`src/rtl/swi_debouncer.sv`:
```
// swi_debouncer: synchroniser and debouncer for the slide-switch bus.
// Produces per-bit rise/fall pulses and a sticky event word that is drained
// by a valid/ack handshake.
// Build option: define SWI_DEBOUNCE_EN to enable the per-bit debounce
// counters. Without it, swi_stable follows the synchronised input directly.
module swi_debouncer #(
  parameter int NBITS           = 8,
  parameter int SYNC_STAGES     = 2,
  parameter int DEBOUNCE_CYCLES = 4
) (
  input  logic             clk_2,
  input  logic             rst_n,
  input  logic [NBITS-1:0] swi_raw,
  output logic [NBITS-1:0] swi_stable,
  output logic [NBITS-1:0] rise,
  output logic [NBITS-1:0] fall,
  output logic             evt_valid,
  output logic [NBITS-1:0] evt_bits,
  input  logic             evt_ack
);

  logic [NBITS-1:0] r_sync [SYNC_STAGES];
  logic [NBITS-1:0] w_sync;
  logic [NBITS-1:0] w_stable_next;
  logic [NBITS-1:0] w_rise_next;
  logic [NBITS-1:0] w_fall_next;
  logic [NBITS-1:0] w_evt_next;
  logic             w_ack_taken;

  // Multi-flop synchroniser for the asynchronous switch levels
  always_ff @(posedge clk_2 or negedge rst_n) begin
    if (!rst_n) begin
      for (int unsigned i = 0; i < SYNC_STAGES; i++) begin
        r_sync[i] <= '0;
      end
    end else begin
      r_sync[0] <= swi_raw;
      for (int unsigned i = 1; i < SYNC_STAGES; i++) begin
        r_sync[i] <= r_sync[i-1];
      end
    end
  end

  assign w_sync = r_sync[SYNC_STAGES-1];

`ifdef SWI_DEBOUNCE_EN
  localparam int CW = $clog2(DEBOUNCE_CYCLES + 1);
  localparam logic [CW-1:0] LAST = CW'(DEBOUNCE_CYCLES - 1);

  logic [CW-1:0] r_cnt [NBITS];

  // Accept a new level once the mismatch has persisted for DEBOUNCE_CYCLES edges
  always_comb begin
    w_stable_next = swi_stable;
    for (int unsigned b = 0; b < NBITS; b++) begin
      if ((w_sync[b] != swi_stable[b]) && (r_cnt[b] == LAST)) begin
        w_stable_next[b] = w_sync[b];
      end
    end
  end

  // Per-bit mismatch counters; any return to agreement discards the count
  always_ff @(posedge clk_2 or negedge rst_n) begin
    if (!rst_n) begin
      for (int unsigned b = 0; b < NBITS; b++) begin
        r_cnt[b] <= '0;
      end
    end else begin
      for (int unsigned b = 0; b < NBITS; b++) begin
        if (w_sync[b] == swi_stable[b]) begin
          r_cnt[b] <= '0;
        end else if (r_cnt[b] == LAST) begin
          r_cnt[b] <= '0;
        end else begin
          r_cnt[b] <= r_cnt[b] + CW'(1);
        end
      end
    end
  end
`else
  // No filtering: the debounced level is the synchronised level one edge later
  always_comb begin
    w_stable_next = w_sync;
  end
`endif

  // Edge detection and event accumulation; flips on the ack edge are retained
  always_comb begin
    w_rise_next = w_stable_next & ~swi_stable;
    w_fall_next = ~w_stable_next & swi_stable;
    w_ack_taken = evt_valid & evt_ack;
    w_evt_next  = (w_ack_taken ? '0 : evt_bits) | w_rise_next | w_fall_next;
  end

  // Registered outputs
  always_ff @(posedge clk_2 or negedge rst_n) begin
    if (!rst_n) begin
      swi_stable <= '0;
      rise       <= '0;
      fall       <= '0;
      evt_bits   <= '0;
      evt_valid  <= 1'b0;
    end else begin
      swi_stable <= w_stable_next;
      rise       <= w_rise_next;
      fall       <= w_fall_next;
      evt_bits   <= w_evt_next;
      evt_valid  <= |w_evt_next;
    end
  end

endmodule

```
`config.mk`:
```
export PLATFORM = sky130hd
export DESIGN_NAME = swi_debouncer
export DESIGN_NICKNAME = d
export VERILOG_FILES = /design/src/rtl/swi_debouncer.sv
export SDC_FILE = /design/constraint.sdc
export NUM_CORES = 1
export LEC_CHECK = 0
export BUFFER_PORTS_ARGS = -buffer_cell sky130_fd_sc_hd__buf_2
export CAP_MARGIN = 10
export CORE_UTILIZATION = 49
export DETAILED_ROUTE_END_ITERATION = 12
export GPL_TIMING_DRIVEN = 0
export PLACE_DENSITY = 0.85
export SLEW_MARGIN = 25
export SYNTH_ARGS = -nofsm -noshare
export SYNTH_HDL_FRONTEND = slang
export SYNTH_SLANG_ARGS = --single-unit
```
`constraint.sdc`:
```
create_clock -name clk_2 -period 1.7 [get_ports clk_2]
set_clock_uncertainty 0.2 [all_clocks]
set_input_delay 0.34 -clock clk_2 [delete_from_list [all_inputs] [get_ports clk_2]]
set_output_delay 0.34 -clock clk_2 [all_outputs]
set_load 0.1 [all_outputs]
```
==> results.md <==
* Status: complete, but fails checks
* Failing checks: design-rule violations
* Data arrival time of the critical path at 1.11 ns
* Required time of the critical path at 1.16 ns
* Initial DRC Count at 31
* Via count at 850
* Worst setup path category: flop to output pin
* Die outline height at 57.4 um
* Max-slew violation total from the final report at 0
* Crit share post-route at 97.0%
* Max-cap violations at 0
* Yosys Warn Count at 0
* Cell family with most CP delay: buffers and inverters
* Residual DRC at 8
* Post-route minimum period at 1.65 ns
* Vias in the first global route at 842
* Average via count per standard cell at 4.75
* Routed Wire Length at 2300 um
* Number of antenna cells inserted at 0
* Total Power Consumption at 2.54 mW
* TritonCTS Buffers at 5
* Clock Latency Late Sink at 0.35 ns
* Number of distinct standard cells referenced by the synthesized netlist at 11
* Area grow syn2layout at 34.0%
* Core Util, Final at 71.2%
* CP endpoint kind: output pin
* IO buf count at 43
* CTS root buffer: clkbuf_4
* Placement Cell Area at 1770 um^2
* Initial antenna violation count at 0
* Die W at 57.4 um
* Static leakage at 0.971 nW
* CP max FO at 1
* Routability cong. at 0.760
* Final setup TNS at 0 ns
* Reg2Reg Capture Point: evt_valid
* Final hold violations at 0
* Largest net degree at the start of global routing at 50
* Max incr delay on CP at 0.42 ns
* Clock edge transition at the registers on the reported setup and hold paths at 0.13 ns
* Startpoint of the tightest hold check path: r_sync[14]
* Element type at the critical path start: flop
* DRT antenna net count at 0
* Setup slack of the worst register-to-register path at 0.21 ns
* Total number of H-tree levels at 2
* Detail-routed net length per standard cell at 12.8 um
* Syn Area/Cell at 17.1 um^2
* Length in cells of the worst reg-to-reg path at 3
* Number of I/O pins at 44
* Total power density per cell area at 1260 nW/um^2
* Count of state elements after synthesis at 49
* Critical Path Source: rise[2]
* Final hold slack at 0.162 ns
* CTS max path bufs at 2
* Starting density of the core at 53.1%
* CTS tree: yes
* Instance count along the most critical hold path at 0
* Slew at the pin closest to its max-slew limit at 0.567 ns
* Total die area at 3290 um^2
* Synthesized instance count at 88
* GRT overflow at 0
* Cell Chain, Critical Path: buf_2
* Clock sink count at 49
* Max Clk Rate at 0.607 GHz
* Library cell contributing the largest single delay on the critical path: buf_2
* RR Startpoint: evt_bits[3]
* Global routing usage summed across all routing layers at 16.0%
* Worst path bufs/invs at 1
* Post-Syn Area at 1500 um^2
* Worst hold path class: flop to flop
* Global-route wire length before repair at 3770 um
* Net count of the mapped netlist at 99
* Cell area after layout at 2010 um^2
* Layout cell share with drive strength beyond 1 at 42.6%
* Sum of net half-perimeters after detailed placement at 1580 um
* Placement row count at 19
* Sequential share of the synthesized area at 81.6%
* Initial DRT Pass Iterations at 7
* WHS Endpoint: w_stable_next[6]
* Count of endpoints failing setup in the final report at 0
* Core area at 2830 um^2
* Nets@finish at 158
* Worst-case headroom to the max-slew limit at 62.2%
* Peak supply drop at 0.717 mV
-- metal layers --
| metal | global-route usage, % | part of all wire [%] | vias up |
|---|---|---|---|
| met1 | 19.6 | 43 | 412 |
| li1 | - | - | 404 |
| met4 | 9.41 | 1.7 | 0 |
| met5 | 0 | 0 | - |
| met3 | 4.99 | 5.7 | 5 |
| met2 | 25.1 | 49 | 29 |
-- synthesized netlist by cell type --
library cell,number,area [um^2]
dfrtp_1,49,1230
nor2b_1,16,100
xor2_1,8,70.1
a21o_1,7,52.6
nor4_1,2,12.5
a21o_2,1,8.76
nand2_1,1,3.75
nand3_1,1,5.00
o21ai_1,1,5.00
or4_1,1,7.51
or4_4,1,11.3
-- cell usage in the layout (no fill, tap or decap) --
master / Yosys / routed
nand2_1: 1 / 1
nor2b_1: 16 / 16
a21o_2: 1 / 1
clkbuf_1: 0 / 1
nor4_1: 2 / 2
or4_4: 1 / 1
or4_1: 1 / 1
a21o_1: 7 / 7
clkbuf_4: 0 / 15
clkbuf_8: 0 / 1
nand3_1: 1 / 1
buf_2: 0 / 16
dfrtp_1: 49 / 38
bufinv_16: 0 / 1
xor2_1: 8 / 8
dfrtp_2: 0 / 11
o21ai_1: 1 / 1
buf_4: 0 / 17
dlygate4sd3_1: 0 / 9
-- worst register-to-register path, stage by stage (launching register included) --
cell and delay [ns]:
dfrtp_2 0.44, or4_1 0.52, o21ai_1 0.14, nand3_1 0.08
-- registers in the layout, indices dropped and copies added, names as in the netlist --
signal and flops:
w_stable_next 8, r_sync 8, evt_bits 8, fall 8
swi_stable 8, evt_valid 1, rise 8
-- layout make-up --
class	instances	area, um^2
well taps	31	38.8
fillers	198	816
multi-input cells	39	277
repair buffers	52	373
flip-flops and latches	49	1240
clock inverters	1	30.0
clock buffers	7	55.1
-- metrics by stage --
stage / worst slack (ns) / instances
3_3_place_gp: 0.242 / 162
2_1_floorplan: -0.0852 / 88
3_5_place_dp: 0.180 / 162
6_report: 0.0515 / 179
5_1_grt: -0.00502 / 179
4_1_cts: 0.00192 / 179
-- where the power goes --
part           total [mW]  switching [mW]  internal, mW
clock               0.686           0.334         0.352
combinational       0.568           0.455         0.112
sequential           1.28          0.0459          1.24
total                2.54           0.835          1.70
-- kinds of logic (layout without fill, tap and decap cells) --
kind of cell	after synthesis	after routing	synth area share (%)
DFF	49	49	81.6
and+or+nand+nor	22	22	9.33
AOI/OAI and AO/OA	9	9	4.41
xor gates and xnor gates	8	8	4.66
buffers and inverters	0	60	0
-- worst max path at each step --
stage	slack, ns	cells after the start	endpoint
floorplan	-0.09	3	evt_valid
finish	0.05	1	rise[2]
CTS	0.002	1	fall[5]
global placement	0.24	3	evt_valid
global route	-0.005	1	fall[0]
detailed placement	0.18	1	evt_bits[5]
-- timing repair --
item	4_1_cts	5_1_grt
buffers inserted	0	0
hold buffers	9	0
gates resized for setup	16	10
endpoints found under the setup margin	16	10
endpoints found under the hold margin	57	0
(Power assumes the default switching activity.)
